===== src/rtl/mm_rd_arb_pkg.sv =====
// Shared types and the round-robin pick function for the memory-mapped read/write arbiters.
package mm_rd_arb_pkg;

  typedef enum logic {
    ST_IDLE  = 1'b0,
    ST_ISSUE = 1'b1
  } arb_state_t;

  localparam int CNT_W  = 3;
  localparam int MAX_CH = 8;
  localparam int PTR_W  = 3;

  typedef struct packed {
    logic             found;
    logic [PTR_W-1:0] idx;
  } rr_pick_t;

  // First set bit of eligible at or after pointer, wrapping modulo num.
  // Scanning offsets downward lets the smallest offset overwrite the result last.
  function automatic rr_pick_t rr_pick(input logic [MAX_CH-1:0] eligible,
                                       input logic [PTR_W-1:0]  pointer,
                                       input int                num);
    rr_pick_t res;
    int       cand;
    res = '0;
    for (int ofs = MAX_CH - 1; ofs >= 0; ofs--) begin
      if (ofs < num) begin
        cand = (int'(pointer) + ofs) % num;
        if (eligible[cand]) begin
          res.found = 1'b1;
          res.idx   = cand[PTR_W-1:0];
        end
      end
    end
    return res;
  endfunction

endpackage


===== src/rtl/mm_rd_arbiter_core.sv =====
// Round-robin priority pointer and masked search; pointer advances past the issued index.
import mm_rd_arb_pkg::*;

module rr_arbiter_core #(
  parameter int NUM = 4
) (
  input  logic             clk,
  input  logic             rst,
  input  logic [NUM-1:0]   i_req,
  input  logic             i_issue,
  input  logic [PTR_W-1:0] i_issue_idx,
  output logic             o_found,
  output logic [PTR_W-1:0] o_winner
);

  logic [PTR_W-1:0]  r_pointer;
  logic [MAX_CH-1:0] w_req_ext;
  rr_pick_t          w_pick;

  always_comb begin
    w_req_ext          = '0;
    w_req_ext[NUM-1:0] = i_req;
  end

  assign w_pick   = rr_pick(w_req_ext, r_pointer, NUM);
  assign o_found  = w_pick.found;
  assign o_winner = w_pick.idx;

  always_ff @(posedge clk) begin
    if (rst) begin
      r_pointer <= '0;
    end else if (i_issue) begin
      r_pointer <= (i_issue_idx == PTR_W'(NUM - 1)) ? '0 : i_issue_idx + PTR_W'(1);
    end
  end

endmodule


===== src/rtl/mm_rd_arbiter.sv =====
// Shares one AXI4 read port between NUM channels: round-robin AR grants with per-channel
// outstanding limits, and R beats routed back by rid. rid_err is registered (pulses one cycle after the beat).
import mm_rd_arb_pkg::*;

module mm_rd_arbiter #(
  parameter int NUM       = 4,
  parameter int ASIZE     = 29,
  parameter int LSIZE     = 9,
  parameter int IDSIZE    = 4,
  parameter int ID_BASE   = 0,
  parameter int MAX_OUT   = 2,
  parameter int AXI_DSIZE = 256
) (
  input  logic                 clock,
  input  logic                 rst,
  input  logic                 enable,
  input  logic [NUM-1:0]       s_arvalid,
  input  logic [NUM*ASIZE-1:0] s_araddr,
  input  logic [NUM*LSIZE-1:0] s_arlen,
  output logic [NUM-1:0]       s_arready,
  output logic [IDSIZE-1:0]    m_arid,
  output logic [ASIZE-1:0]     m_araddr,
  output logic [LSIZE-1:0]     m_arlen,
  output logic                 m_arvalid,
  input  logic                 m_arready,
  input  logic [IDSIZE-1:0]    m_rid,
  input  logic [AXI_DSIZE-1:0] m_rdata,
  input  logic                 m_rlast,
  input  logic                 m_rvalid,
  output logic                 m_rready,
  output logic [NUM-1:0]       s_rvalid,
  output logic [NUM-1:0]       s_rlast,
  output logic [AXI_DSIZE-1:0] s_rdata,
  input  logic [NUM-1:0]       s_rready,
  output logic [NUM*3-1:0]     outstanding,
  output logic                 rid_err
);

  arb_state_t       r_state, w_state_next;
  logic [PTR_W-1:0] r_winner;
  logic [IDSIZE-1:0] r_arid;
  logic [ASIZE-1:0] r_araddr;
  logic [LSIZE-1:0] r_arlen;
  logic             r_arvalid;
  logic             r_rid_err;
  logic [CNT_W-1:0] r_cnt [NUM];

  logic [NUM-1:0]    w_eligible;
  logic              w_found;
  logic [PTR_W-1:0]  w_pick;
  logic              w_grant;
  logic              w_ar_hs;
  logic [ASIZE-1:0]  w_araddr_sel;
  logic [LSIZE-1:0]  w_arlen_sel;
  logic [IDSIZE-1:0] w_idx;
  logic              w_in_range;
  logic [NUM-1:0]    w_sel;
  logic [NUM-1:0]    w_inc;
  logic [NUM-1:0]    w_dec;
  logic [NUM-1:0]    w_underflow;

  rr_arbiter_core #(.NUM(NUM)) u_rr_core (
    .clk         (clock),
    .rst         (rst),
    .i_req       (w_eligible),
    .i_issue     (w_ar_hs),
    .i_issue_idx (r_winner),
    .o_found     (w_found),
    .o_winner    (w_pick)
  );

  assign w_grant  = (r_state == ST_IDLE) && w_found;
  assign w_ar_hs  = (r_state == ST_ISSUE) && r_arvalid && m_arready;

  always_comb begin
    w_state_next = r_state;
    case (r_state)
      ST_IDLE:  if (w_found) w_state_next = ST_ISSUE;
      ST_ISSUE: if (w_ar_hs) w_state_next = ST_IDLE;
      default:  w_state_next = ST_IDLE;
    endcase
  end

  always_comb begin
    w_araddr_sel = '0;
    w_arlen_sel  = '0;
    for (int k = 0; k < NUM; k++) begin
      if (w_pick == PTR_W'(k)) begin
        w_araddr_sel = s_araddr[k*ASIZE +: ASIZE];
        w_arlen_sel  = s_arlen[k*LSIZE +: LSIZE];
      end
    end
  end

  always_ff @(posedge clock) begin
    if (rst) begin
      r_state <= ST_IDLE;
    end else begin
      r_state <= w_state_next;
    end
  end

  // AR fields are captured only at grant, so they stay stable through ISSUE.
  always_ff @(posedge clock) begin
    if (rst) begin
      r_arvalid <= 1'b0;
      r_arid    <= '0;
      r_araddr  <= '0;
      r_arlen   <= '0;
      r_winner  <= '0;
    end else if (w_grant) begin
      r_arvalid <= 1'b1;
      r_arid    <= IDSIZE'(ID_BASE) + IDSIZE'(w_pick);
      r_araddr  <= w_araddr_sel;
      r_arlen   <= w_arlen_sel;
      r_winner  <= w_pick;
    end else if (w_ar_hs) begin
      r_arvalid <= 1'b0;
    end
  end

  assign m_arvalid = r_arvalid;
  assign m_arid    = r_arid;
  assign m_araddr  = r_araddr;
  assign m_arlen   = r_arlen;

  assign w_idx      = m_rid - IDSIZE'(ID_BASE);
  assign w_in_range = int'(w_idx) < NUM;
  assign m_rready   = w_in_range ? |(s_rready & w_sel) : 1'b1;
  assign s_rdata    = m_rdata;

  generate
    for (genvar gi = 0; gi < NUM; gi++) begin : g_ch
      assign w_eligible[gi] = enable && s_arvalid[gi] && (r_cnt[gi] < CNT_W'(MAX_OUT));
      assign s_arready[gi]  = w_grant && (w_pick == PTR_W'(gi));
      assign w_sel[gi]      = w_in_range && (w_idx == IDSIZE'(gi));
      assign s_rvalid[gi]   = m_rvalid && w_sel[gi];
      assign s_rlast[gi]    = m_rlast && w_sel[gi];
      assign w_inc[gi]      = w_ar_hs && (r_winner == PTR_W'(gi));
      assign w_dec[gi]      = m_rvalid && m_rready && m_rlast && w_sel[gi];
      assign w_underflow[gi] = w_dec[gi] && !w_inc[gi] && (r_cnt[gi] == '0);
      assign outstanding[gi*3 +: 3] = r_cnt[gi];

      always_ff @(posedge clock) begin
        if (rst) begin
          r_cnt[gi] <= '0;
        end else if (w_inc[gi] && !w_dec[gi]) begin
          r_cnt[gi] <= r_cnt[gi] + CNT_W'(1);
        end else if (w_dec[gi] && !w_inc[gi] && (r_cnt[gi] != '0)) begin
          r_cnt[gi] <= r_cnt[gi] - CNT_W'(1);
        end
      end
    end
  endgenerate

  always_ff @(posedge clock) begin
    if (rst) begin
      r_rid_err <= 1'b0;
    end else begin
      r_rid_err <= (m_rvalid && !w_in_range) || (|w_underflow);
    end
  end

  assign rid_err = r_rid_err;

endmodule


===== config.mk =====
export PLATFORM = sky130hd
export DESIGN_NAME = mm_rd_arbiter
export DESIGN_NICKNAME = d
export VERILOG_FILES = /design/src/rtl/mm_rd_arb_pkg.sv /design/src/rtl/mm_rd_arbiter_core.sv /design/src/rtl/mm_rd_arbiter.sv
export SDC_FILE = /design/constraint.sdc
export NUM_CORES = 1
export LEC_CHECK = 0
export ABC_CLOCK_PERIOD_IN_PS = 3100
export CAP_MARGIN = 40
export CORE_AREA = 4 4 289 291
export DETAILED_ROUTE_END_ITERATION = 8
export DIE_AREA = 0 0 293 295
export PLACE_DENSITY = 0.3
export SLEW_MARGIN = 0
export SYNTH_ARGS = -nofsm -noshare
export SYNTH_HDL_FRONTEND = slang
export SYNTH_HIERARCHICAL = 1
export SYNTH_SLANG_ARGS = --single-unit
export TNS_END_PERCENT = 10

===== constraint.sdc =====
create_clock -name clock -period 3.1 [get_ports clock]
set_input_delay 0.31 -clock clock [delete_from_list [all_inputs] [get_ports clock]]
set_output_delay 0.31 -clock clock [all_outputs]
set_load 0.1 [all_outputs]

==> metrics.md <==
| Metric | Value |
|---|---|
| Worst Clk Skew | `17.1 ps` |
| Crit path DAT | `2580 ps` |
| Vias per cell | `2.59` |
| CP Class | `in -> out` |
| Final hold violation count | `0` |
| Clock power frac | `0.365` |
| Largest net degree at the start of global routing | `42` |
| Status | `complete, no violations` |
| Top post-synthesis cells by area | `buf_4, dfxtp_1, mux4_2` |
| Port Buffers | `237` |
| Post-synthesis adder-cell area fraction | `0.0254` |
| Nets | `1064` |
| CTS Buf Count | `9` |
| CP max FO | `6` |
| Yosys cell types | `52` |
| Unrepaired setup endpoints after global routing | `no` |
| Ys flop type | `dfxtp_1` |
| # fillers | `9208` |
| Internal | `1.92 mW` |
| Top-count cell post-synth | `buf_4` |
| Xor/xnor cell area share of the yosys netlist | `0.00920` |
| Routability cong. | `0.722` |
| Flop pwr share | `0.279` |
| Share of post-route cells with drive strength above 1 | `0.271` |
| CP Capture Type | `output port` |
| Total gr overflow | `0` |
| Row cnt | `104` |
| Syn Area/Cell | `9.18 um2` |
| Largest family of logic cells by synthesized area | `buffers and inverters` |
| Placed cells | `1671` |
| Hold WC Path Type | `reg -> reg` |
| Max-cap violations | `0` |
| Final Instance Area | `8390 um2` |
| CTS sink cnt | `58` |
| Initial antenna violation count | `0` |
| CP Data Required Time | `2790 ps` |
| DRT iter0 DRCs | `117` |
| Final hold slack | `514 ps` |
| Actual slew at the worst max-slew pin | `830 ps` |
| Total Power | `3.02 mW` |
| Biggest area consumer among synthesized cells | `buf_4` |
| Comb power frac | `0.356` |
| H-tree Lvls | `3` |
| Startpoint types | `input pin` |
| Total Routed Length | `26200 um` |
| Via count | `4377` |
| Syn nets | `1059` |
| Number of synthesized register bits | `58` |
| Non-Filler Instances | `1692` |
| Antenna-violating nets left | `0` |
| Clk root buf | `clkbuf_16` |
| WL per Instance | `15.5 um` |
| Power Density | `360 nW/um2` |
| Seq/Total Area, Yosys | `0.224` |
| Asr flop ratio synth | `0` |
| Hold buffer count at CTS | `0` |
| Boundary Pins | `751` |
| Clock period minus worst slack | `2890 ps` |
| Tcrit/Tclk final | `0.931` |
| Maximum vdd drop | `0.239 mV` |
| Clock latency at the later pin of the worst-skew pair | `370 ps` |
| Rel. slew slack | `0.447` |
| Antenna cells | `0` |
| Switching part of the total power | `0.365` |
| Total core area | `80500 um2` |
| Post-synthesis simple-gate area fraction | `0.104` |
| Cell Area, Placed | `8000 um2` |
| EDFF count, synth | `12` |
| Mux cell area share after synthesis | `0.157` |
| Synth top area share | `0.343` |
| Lkg Pwr | `2.78 nW` |
| Synth cell count leaders | `buf_4, nor2_1, dfxtp_1` |
| Die area | `86400 um2` |
| Starting density of the core | `0.0709` |
| Clock slew at reported path FFs | `60 ps` |
| DR pass1 iterations | `4` |
| Cells after Synth | `622` |
| TritonCTS clock tree | `yes` |
| DRC errors left | `0` |
| Compound-Gate Fraction of Synth Area | `0.106` |
| Global-route wire length before repair | `35800 um` |
| Final core utilization | `0.104` |
| Slew Viols, Final | `0` |
| Die Span X | `293 um` |
| Total track usage | `0.0591` |
| Yosys warns | `6` |
| Max frequency | `0.346 GHz` |
| Vias in the first global route | `4937` |
| Clk buf depth | `2` |
| Final setup viols | `0` |
| NetSw | `1.10 mW` |
| Post-DP HPWL | `21000 um` |
| Area delta synth->final | `46.9%` |
| Synthesized cell area | `5710 um2` |
| Die Height | `295 um` |
-- placed cells by master (no fill, tap or decap), drive strengths merged, types with 7 or more instances in the layout --
cell	synthesis	final
clkdlybuf4s50	0	184
buf	267	96
nor2	49	49
dfxtp	46	46
a22oi	39	39
mux4	38	38
inv	17	20
nand2	17	17
a21oi	13	13
edfxtp	12	12
ha	10	10
clkbuf	20	10
nand2b	9	9
nor3	9	9
nor2b	7	7
-- cells by family (layout without fill, tap and decap cells) --
family / count (synthesis) / count (layout)
buffers and inverters: 304 / 314
muxes: 42 / 42
and+or+nand+nor: 120 / 120
AOI/OAI and AO/OA: 79 / 79
xor gates and xnor gates: 6 / 6
adders and majority gates: 11 / 11
other: 2 / 2
DFF: 58 / 58
-- cell type report --
type | count | area (um2) | area share
Inverter | 17 | 63.8 | 0.00761
Tap cell | 1060 | 1330 | 0.158
Clock buffer | 10 | 229 | 0.0273
Multi-Input combinational cell | 260 | 2390 | 0.285
Timing Repair Buffer | 281 | 3040 | 0.362
Sequential cell | 58 | 1280 | 0.153
Clock inverter | 6 | 63.8 | 0.00761
-- flip-flops by register name, indices dropped and copies added (netlist names) --
signal,flops
m_araddr,29
m_arid,3
m_arlen,9
m_arvalid,1
r_cnt,12
r_state,1
rid_err,1
u_rr_core/r_pointer,2
-- metrics by stage --
step                      TNS, ps  worst slack, ps
after floorplan             -83.0            -83.0
after global placement      -2130            -94.9
after detailed placement    -3090             -107
after CTS                       0             12.3
after global routing            0             15.5
final                           0              213
-- what timing repair did --
item | 4_1_cts | 5_1_grt
setup endpoints to repair | 2 | 2
gates resized for setup | 0 | 1
setup buffers | 2 | 2
pin swaps | 1 | 1
gates cloned | 1 | 0
-- power groups by stage --
stage / clock [mW] / combinational (mW) / sequential, mW
3_3_place_gp: 0 / 1.03 / 0.860
5_1_grt: 1.23 / 1.14 / 0.848
6_report: 1.10 / 1.08 / 0.842
3_5_place_dp: 0 / 1.08 / 0.859
4_1_cts: 1.22 / 1.10 / 0.843
2_1_floorplan: 0 / 1.88 / 1.12
-- worst paths after layout --
check / to / cells past startpoint / startpoint / slack (ps)
hold reg to reg: m_arlen[0] / 2 / m_arlen[0] / 510
setup reg to reg: m_arlen[4] / 10 / r_cnt[1][1] / 280
hold / removal: m_arlen[0] / 2 / m_arlen[0] / 510
setup / recovery: s_arready[0] / 10 / enable / 210
-- worst max-delay path: stages --
cell,delay (ps)
clkdlybuf4s50_1,530
nand2_1,130
nor3_4,260
inv_1,90
o221ai_1,290
a21oi_4,100
buf_12,150
buf_4,190
nor4_4,270
buf_12,210
-- per-layer routing --
metal	vias up	routed length [um]	GRT usage
li1	1905	-	-
met1	1980	9250	0.0580
met2	368	11900	0.0933
met3	124	3260	0.0337
met4	0	1800	0.0438
met5	-	0	0
No activity file was read; power rests on OpenSTA's default activity.
